**src/rtl/net_lane_sender.sv**
```systemverilog
// net_lane_sender: multi-lane serial frame transmitter with stop-and-wait retransmission.
// A payload snapshot is split across LANES serial lines. Each lane sends
// SYNCWORD, the sequence bit and its payload slice, MSB first.
// The sender then waits for a matching ACK and retransmits on timeout.
// Optional feature macro: NET_LANE_PARITY_EN appends one even-parity bit per lane.
// The parity bit covers the sequence bit and the slice.
module net_lane_sender #(
  parameter int                   LANES          = 4,
  parameter int                   PAYLOAD_BITS   = 832,
  parameter int                   SYNC_BITS      = 8,
  parameter logic [SYNC_BITS-1:0] SYNCWORD       = 8'hA7,
  parameter int                   BIT_DIV        = 4,
  parameter int                   TIMEOUT_CYCLES = 200,
  parameter int                   MAX_RETRIES    = 3
) (
  input  logic                             clk,
  input  logic                             rst_l,
  input  logic                             game_active,
  input  logic                             load,
  input  logic [PAYLOAD_BITS-1:0]          payload_in,
  input  logic                             ack_valid,
  input  logic                             ack_seq,
  output logic [LANES-1:0]                 serial_out,
  output logic                             busy,
  output logic                             tx_seq,
  output logic [$clog2(MAX_RETRIES+1)-1:0] retry_count,
  output logic                             link_fail
);

  localparam int LANE_BITS  = (PAYLOAD_BITS + LANES - 1) / LANES;
`ifdef NET_LANE_PARITY_EN
  localparam int PAR_BITS   = 1;
`else
  localparam int PAR_BITS   = 0;
`endif
  localparam int FRAME_BITS = SYNC_BITS + 1 + LANE_BITS + PAR_BITS;
  localparam int LANE_TOTAL = LANES * LANE_BITS;
  localparam int PAD_BITS   = LANE_TOTAL - PAYLOAD_BITS;
  localparam int IDX_W      = $clog2(FRAME_BITS);
  localparam int DIV_W      = $clog2(BIT_DIV + 1);
  localparam int TO_W       = $clog2(TIMEOUT_CYCLES + 1);
  localparam int RC_W       = $clog2(MAX_RETRIES + 1);

  localparam logic [1:0] IDLE     = 2'd0;
  localparam logic [1:0] SEND     = 2'd1;
  localparam logic [1:0] WAIT_ACK = 2'd2;
  localparam logic [1:0] FAIL     = 2'd3;

  logic [1:0]              state;
  logic                    pending;
  logic [PAYLOAD_BITS-1:0] buffer;
  logic [PAYLOAD_BITS-1:0] frame_data;
  logic [DIV_W-1:0]        div_cnt;
  logic [IDX_W-1:0]        bit_pos;
  logic [TO_W-1:0]         to_cnt;
  logic [LANE_TOTAL-1:0]   padded;
  logic                    ack_match;
  logic                    have_data;
  logic                    start;

`ifdef NET_LANE_PARITY_EN
  // Even parity over the sequence bit and the lane slice.
  function automatic logic even_parity(input logic seq, input logic [LANE_BITS-1:0] slice);
    return seq ^ (^slice);
  endfunction
`endif

  assign ack_match = ack_valid && (ack_seq == tx_seq);
  assign have_data = pending || load;
  // A new frame starts from IDLE, or straight out of WAIT_ACK after a good ACK.
  assign start     = game_active && have_data &&
                     ((state == IDLE) || ((state == WAIT_ACK) && ack_match));

  // The last lane is zero-padded in its LSBs when the payload does not divide evenly.
  assign padded = LANE_TOTAL'(frame_data) << PAD_BITS;

  for (genvar i = 0; i < LANES; i++) begin : g_lane
    logic [LANE_BITS-1:0]  slice;
    logic [FRAME_BITS-1:0] frame;
    assign slice = padded[LANE_TOTAL-1-i*LANE_BITS -: LANE_BITS];
`ifdef NET_LANE_PARITY_EN
    assign frame = {SYNCWORD, tx_seq, slice, even_parity(tx_seq, slice)};
`else
    assign frame = {SYNCWORD, tx_seq, slice};
`endif
    // bit_pos counts down, so the frame leaves MSB first.
    assign serial_out[i] = (state == SEND) && frame[bit_pos];
  end

  assign busy      = (state == SEND) || (state == WAIT_ACK);
  assign link_fail = (state == FAIL);

  // Payload storage: latest load wins; the in-flight copy only changes when a frame starts.
  always_ff @(posedge clk) begin
    if (game_active && load) buffer <= payload_in;
    if (start) frame_data <= load ? payload_in : buffer;
  end

  // Control FSM: send, wait for ACK, retry on timeout, fail after the retry budget.
  always_ff @(posedge clk) begin
    if (!rst_l) begin
      state       <= IDLE;
      pending     <= 1'b0;
      tx_seq      <= 1'b0;
      retry_count <= '0;
      div_cnt     <= '0;
      bit_pos     <= '0;
      to_cnt      <= '0;
    end else if (!game_active) begin
      state       <= IDLE;
      pending     <= 1'b0;
      tx_seq      <= 1'b0;
      retry_count <= '0;
    end else begin
      if (load) pending <= 1'b1;
      case (state)
        IDLE: begin
          if (start) begin
            state       <= SEND;
            pending     <= 1'b0;
            retry_count <= '0;
            div_cnt     <= '0;
            bit_pos     <= IDX_W'(FRAME_BITS - 1);
          end
        end
        SEND: begin
          if (div_cnt == DIV_W'(BIT_DIV - 1)) begin
            div_cnt <= '0;
            if (bit_pos == '0) begin
              state  <= WAIT_ACK;
              to_cnt <= '0;
            end else begin
              bit_pos <= bit_pos - IDX_W'(1);
            end
          end else begin
            div_cnt <= div_cnt + DIV_W'(1);
          end
        end
        WAIT_ACK: begin
          to_cnt <= to_cnt + TO_W'(1);
          if (ack_match) begin
            tx_seq      <= ~tx_seq;
            retry_count <= '0;
            if (have_data) begin
              state   <= SEND;
              pending <= 1'b0;
              div_cnt <= '0;
              bit_pos <= IDX_W'(FRAME_BITS - 1);
            end else begin
              state <= IDLE;
            end
          end else if (to_cnt == TO_W'(TIMEOUT_CYCLES - 1)) begin
            if (retry_count == RC_W'(MAX_RETRIES)) begin
              state <= FAIL;
            end else begin
              retry_count <= retry_count + RC_W'(1);
              state       <= SEND;
              div_cnt     <= '0;
              bit_pos     <= IDX_W'(FRAME_BITS - 1);
            end
          end
        end
        FAIL: begin
          state <= FAIL;
        end
        default: state <= IDLE;
      endcase
    end
  end

endmodule

```
**config.mk**
```make
export PLATFORM = sky130hd
export DESIGN_NAME = net_lane_sender
export DESIGN_NICKNAME = d
export VERILOG_FILES = /design/src/rtl/net_lane_sender.sv
export SDC_FILE = /design/constraint.sdc
export NUM_CORES = 2
export LEC_CHECK = 0
export ABC_CLOCK_PERIOD_IN_PS = 55900
export CAP_MARGIN = 5
export CORE_MARGIN = 8
export CORE_UTILIZATION = 45
export DETAILED_ROUTE_END_ITERATION = 10
export PLACE_DENSITY = 0.69
export RECOVER_POWER = 25
export SETUP_SLACK_MARGIN = 0.4
export SLEW_MARGIN = 0
export SYNTH_ARGS = -nofsm -noshare
export SYNTH_HDL_FRONTEND = slang
export SYNTH_SLANG_ARGS = --single-unit
```
**constraint.sdc**
```tcl
create_clock -name clk -period 55.9 [get_ports clk]
set_input_delay 16.77 -clock clk [delete_from_list [all_inputs] [get_ports clk]]
set_output_delay 16.77 -clock clk [all_outputs]
set_load 0.005 [all_outputs]
```
==> flow_summary_export.csv <==
group,metric,value,unit
global_route,grt_start_max_net_pins,186,
placed_design,port_buffers,846,
critical_path,rr_endpoint,"frame_data[279]$_DFFE_PP_",
synthesis,ys_ff_latch,1689,
synthesis,async_flop_share,0,%
synthesis,synthDistinctLibCells,79,
floorplanning,ioPinCount,847,
placed_design,globalplace.congestion,0.819,
timing,final.min_clock_period,24.59,ns
timing,tns,0,ns
run,drv_cap,1,
route,viasPerCell,5.60,
clocking,clk_path_buf_depth,3,
timing,worstMarginPinSlew,4.46,ns
route,route.antenna.remaining_nets,0,
global_route,grt_pass1_vias,37825,
clocking,cts-resized-gates,0,
power,worst_ir_drop_vdd,0.0282,mV
route,wirelength,193,mm
clocking,clk_latency,0.80,ns
critical_path,rr_worst_depth,7,
critical_path,timing.critical_path.arrival,25.13,ns
critical_path,startpoint_type,"input port",
synthesis,synth-warning-count,0,
clocking,post-cts-setup-buffers,0,
floorplanning,initial_standard_cell_utilization_of_the_core,45.1,%
hold_path,holdPathEnd,"div_cnt[2]$_SDFFE_PN0P_",
hold_path,timing.hold.worst_path_depth,2,
status,violations,"max-capacitance violations, max-slew violations",
critical_path,required,56.44,ns
critical_path,end_kind,"flop",
clocking,tritoncts,"yes",
global_route,globalRouteOverflowTotal,0,
route,drcViolationCount,0,
clocking,htree_num_levels,4,
critical_path,worst-r2r-setup-slack,50.74,ns
layout,mostFrequentLayoutCells,"sky130_fd_sc_hd__edfxtp_1 (1664), sky130_fd_sc_hd__mux2_2 (845), sky130_fd_sc_hd__dlygate4sd3_1 (832), sky130_fd_sc_hd__clkbuf_16 (176), sky130_fd_sc_hd__mux4_2 (168)",
timing,relSlewSlack,-197,%
clocking,cts_root_buf,"sky130_fd_sc_hd__clkbuf_16",
synthesis,synth_area,68300,um^2
global_route,grt.total_usage,23.0,%
timing,hold_viol,0,
floorplanning,die_width,406,um
timing,finalHoldWorstSlack,0.441,ns
timing,timing.final.setup_violations,0,
global_route,wire_length_of_the_first_global_routing_pass,273,mm
synthesis,synthesized_area_per_cell,20.3,um^2
power,powerDensity,34.2,nW/um^2
layout,finalNetCount,5106,
synthesis,sequential_element_share_of_the_synthesized_area,73.9,%
critical_path,worst_flop_to_flop_path_startpoint,"tx_seq$_SDFFE_PN0P_",
critical_path,worstPathMaxFanout,79,
global_route,grt_antenna_before_repair,186,
floorplanning,die_height,406,um
clocking,cts.reportedPaths.clkPinSlew,0.06,ns
synthesis,syn-instance-count,3368,
timing,grt_setup_unrepaired,"false",
floorplanning,die-area,164000,um^2
power,static-leakage-power,27.7,nW
timing,finClkSkew,0.0404,ns
route,wire_per_inst,29.6,um
critical_path,crit_path_class,"input port to flop",
hold_path,hold_path.startpoint,"div_cnt[2]$_SDFFE_PN0P_",
timing,drv_slew,72,
hold_path,min-delay-path-class,"flop to flop",
floorplanning,placementRows,143,
synthesis,synth_edf_count,1664,
layout,layout.cells.most_common,"sky130_fd_sc_hd__edfxtp_1",
route,vias,36597,
route,drt-pass1-iter-count,5,
layout,syn2layout_area_growth,24.3,%
synthesis,dominantRegCellSynth,"sky130_fd_sc_hd__edfxtp_1",
status,outcome,"finished, violations left",
floorplanning,placeableCoreArea,151000,um^2
synthesis,mappedNetlistNets,4217,
clocking,cts_inserted_buffers,174,
placed_design,dp_hpwl,133,mm
timing,fin_crit_sh,44.0,%
timing,fmax,40.7,MHz
clocking,post_cts_hold_buffer_count,0,
route,drtIter0Drc,3376,
clocking,cts_num_sinks,1689,
layout,drive_gt1_share,30.5,%
-- kinds of logic (layout without fill, tap and decap cells) --
| group | Yosys count | after routing | share of synthesized area [%] |
|---|---|---|---|
| simple gates | 198 | 198 | 1.48 |
| flops | 1689 | 1689 | 73.9 |
| buf+inv | 191 | 1224 | 1.47 |
| mux | 1098 | 1098 | 21.0 |
| other cells | 0 | 104 | 0 |
| fa+ha+maj | 11 | 11 | 0.202 |
| xor+xnor | 9 | 9 | 0.115 |
| compound gates | 172 | 172 | 1.82 |
-- synth_stat cells, drive strengths merged, types with 4 or more instances --
master,count,share of area [%]
edfxtp,1664,73
mux2,846,14
mux4,180,6.0
clkbuf,110,0.60
mux2i,72,1.1
buf,68,0.80
nand2,64,0.35
nor2,38,0.21
a21oi,33,0.24
dfxtp,25,0.73
o21ai,17,0.12
o221ai,17,0.22
o22ai,16,0.15
a221oi,15,0.20
nand3,13,0.095
ha,11,0.20
inv,11,0.060
nand2b,10,0.092
nor3,10,0.090
a22oi,9,0.099
nand4,9,0.082
a31oi,8,0.073
nor2b,8,0.073
o211ai,8,0.088
a211oi,7,0.077
xor2,7,0.090
and3,6,0.057
or3,6,0.062
and2,5,0.048
o31ai,5,0.055
nand3b,4,0.044
nor4,4,0.037
o21a,4,0.044
or2,4,0.037
or3b,4,0.051
-- final cells by class --
cell class / count / area (um^2)
Clock inverter: 116 / 1300
Timing Repair Buffer: 891 / 8870
Tap cell: 2030 / 2540
Clock buffer: 204 / 4510
Multi-Input combinational cell: 1488 / 16900
Antenna cell: 104 / 260
Sequential cell: 1689 / 50500
Inverter: 13 / 48.8
Fill cell: 11556 / 66500
-- routing by layer --
metal  track usage, %  wire length (um)  vias to the layer above
li1                 -                 -                    15667
met1             30.6             76900                    18757
met2             37.2             92800                     1684
met3             5.96             16900                      461
met4             7.36              6650                       28
met5                0               169                        -
-- critical path: stages --
cell                       delay, ns
sky130_fd_sc_hd__clkbuf_1       3.06
sky130_fd_sc_hd__buf_4          1.15
sky130_fd_sc_hd__buf_4          0.66
sky130_fd_sc_hd__buf_4          0.90
sky130_fd_sc_hd__buf_4          0.87
sky130_fd_sc_hd__buf_4          0.92
sky130_fd_sc_hd__mux2_2         0.42
-- where the power goes --
group / internal (W) / total, W / leakage, nW / switching, W
clock network: 0.000683 / 0.00118 / 2.83 / 0.000500
logic: 0.000107 / 0.000212 / 9.06 / 0.000105
registers: 0.00149 / 0.00151 / 15.8 / 0.0000221
-- metrics by stage --
step / total power [W] / area [um^2] / utilization (%) / setup slack, ns / cells
floorplan: 0.00168 / 68300 / - / 15.47 / 3368
global placement: 0.00175 / 78800 / 52.1 / 33.33 / 6109
detailed placement: 0.00176 / 78800 / 52.1 / 33.48 / 6111
CTS: 0.00294 / 84600 / 55.9 / 32.67 / 6431
global route: 0.00299 / 84700 / 56.0 / 30.78 / 6461
finish: 0.00290 / 84900 / 56.1 / 31.31 / 6535
-- flip-flops by register name, summed over array words and instances (netlist names) --
signal	cells
div_cnt	3
tx_seq	1
bit_pos	8
pending	1
retry_count	2
frame_data	832
to_cnt	8
buffer	832
state	2
-- worst max path at each step --
stage	depth (start not counted)	end	slack [ns]	from
global placement	8	serial_out[3]	33.33	bit_pos[0]$_SDFFE_PN0P_
floorplan	3	frame_data[0]$_DFFE_PP_	15.47	ack_seq
global route	7	frame_data[785]$_DFFE_PP_	30.78	load
finish	7	frame_data[110]$_DFFE_PP_	31.31	load
CTS	9	serial_out[0]	32.67	bit_pos[1]$_SDFFE_PN0P_
detailed placement	7	frame_data[121]$_DFFE_PP_	33.48	load
Power figures use the tool's default switching activity.
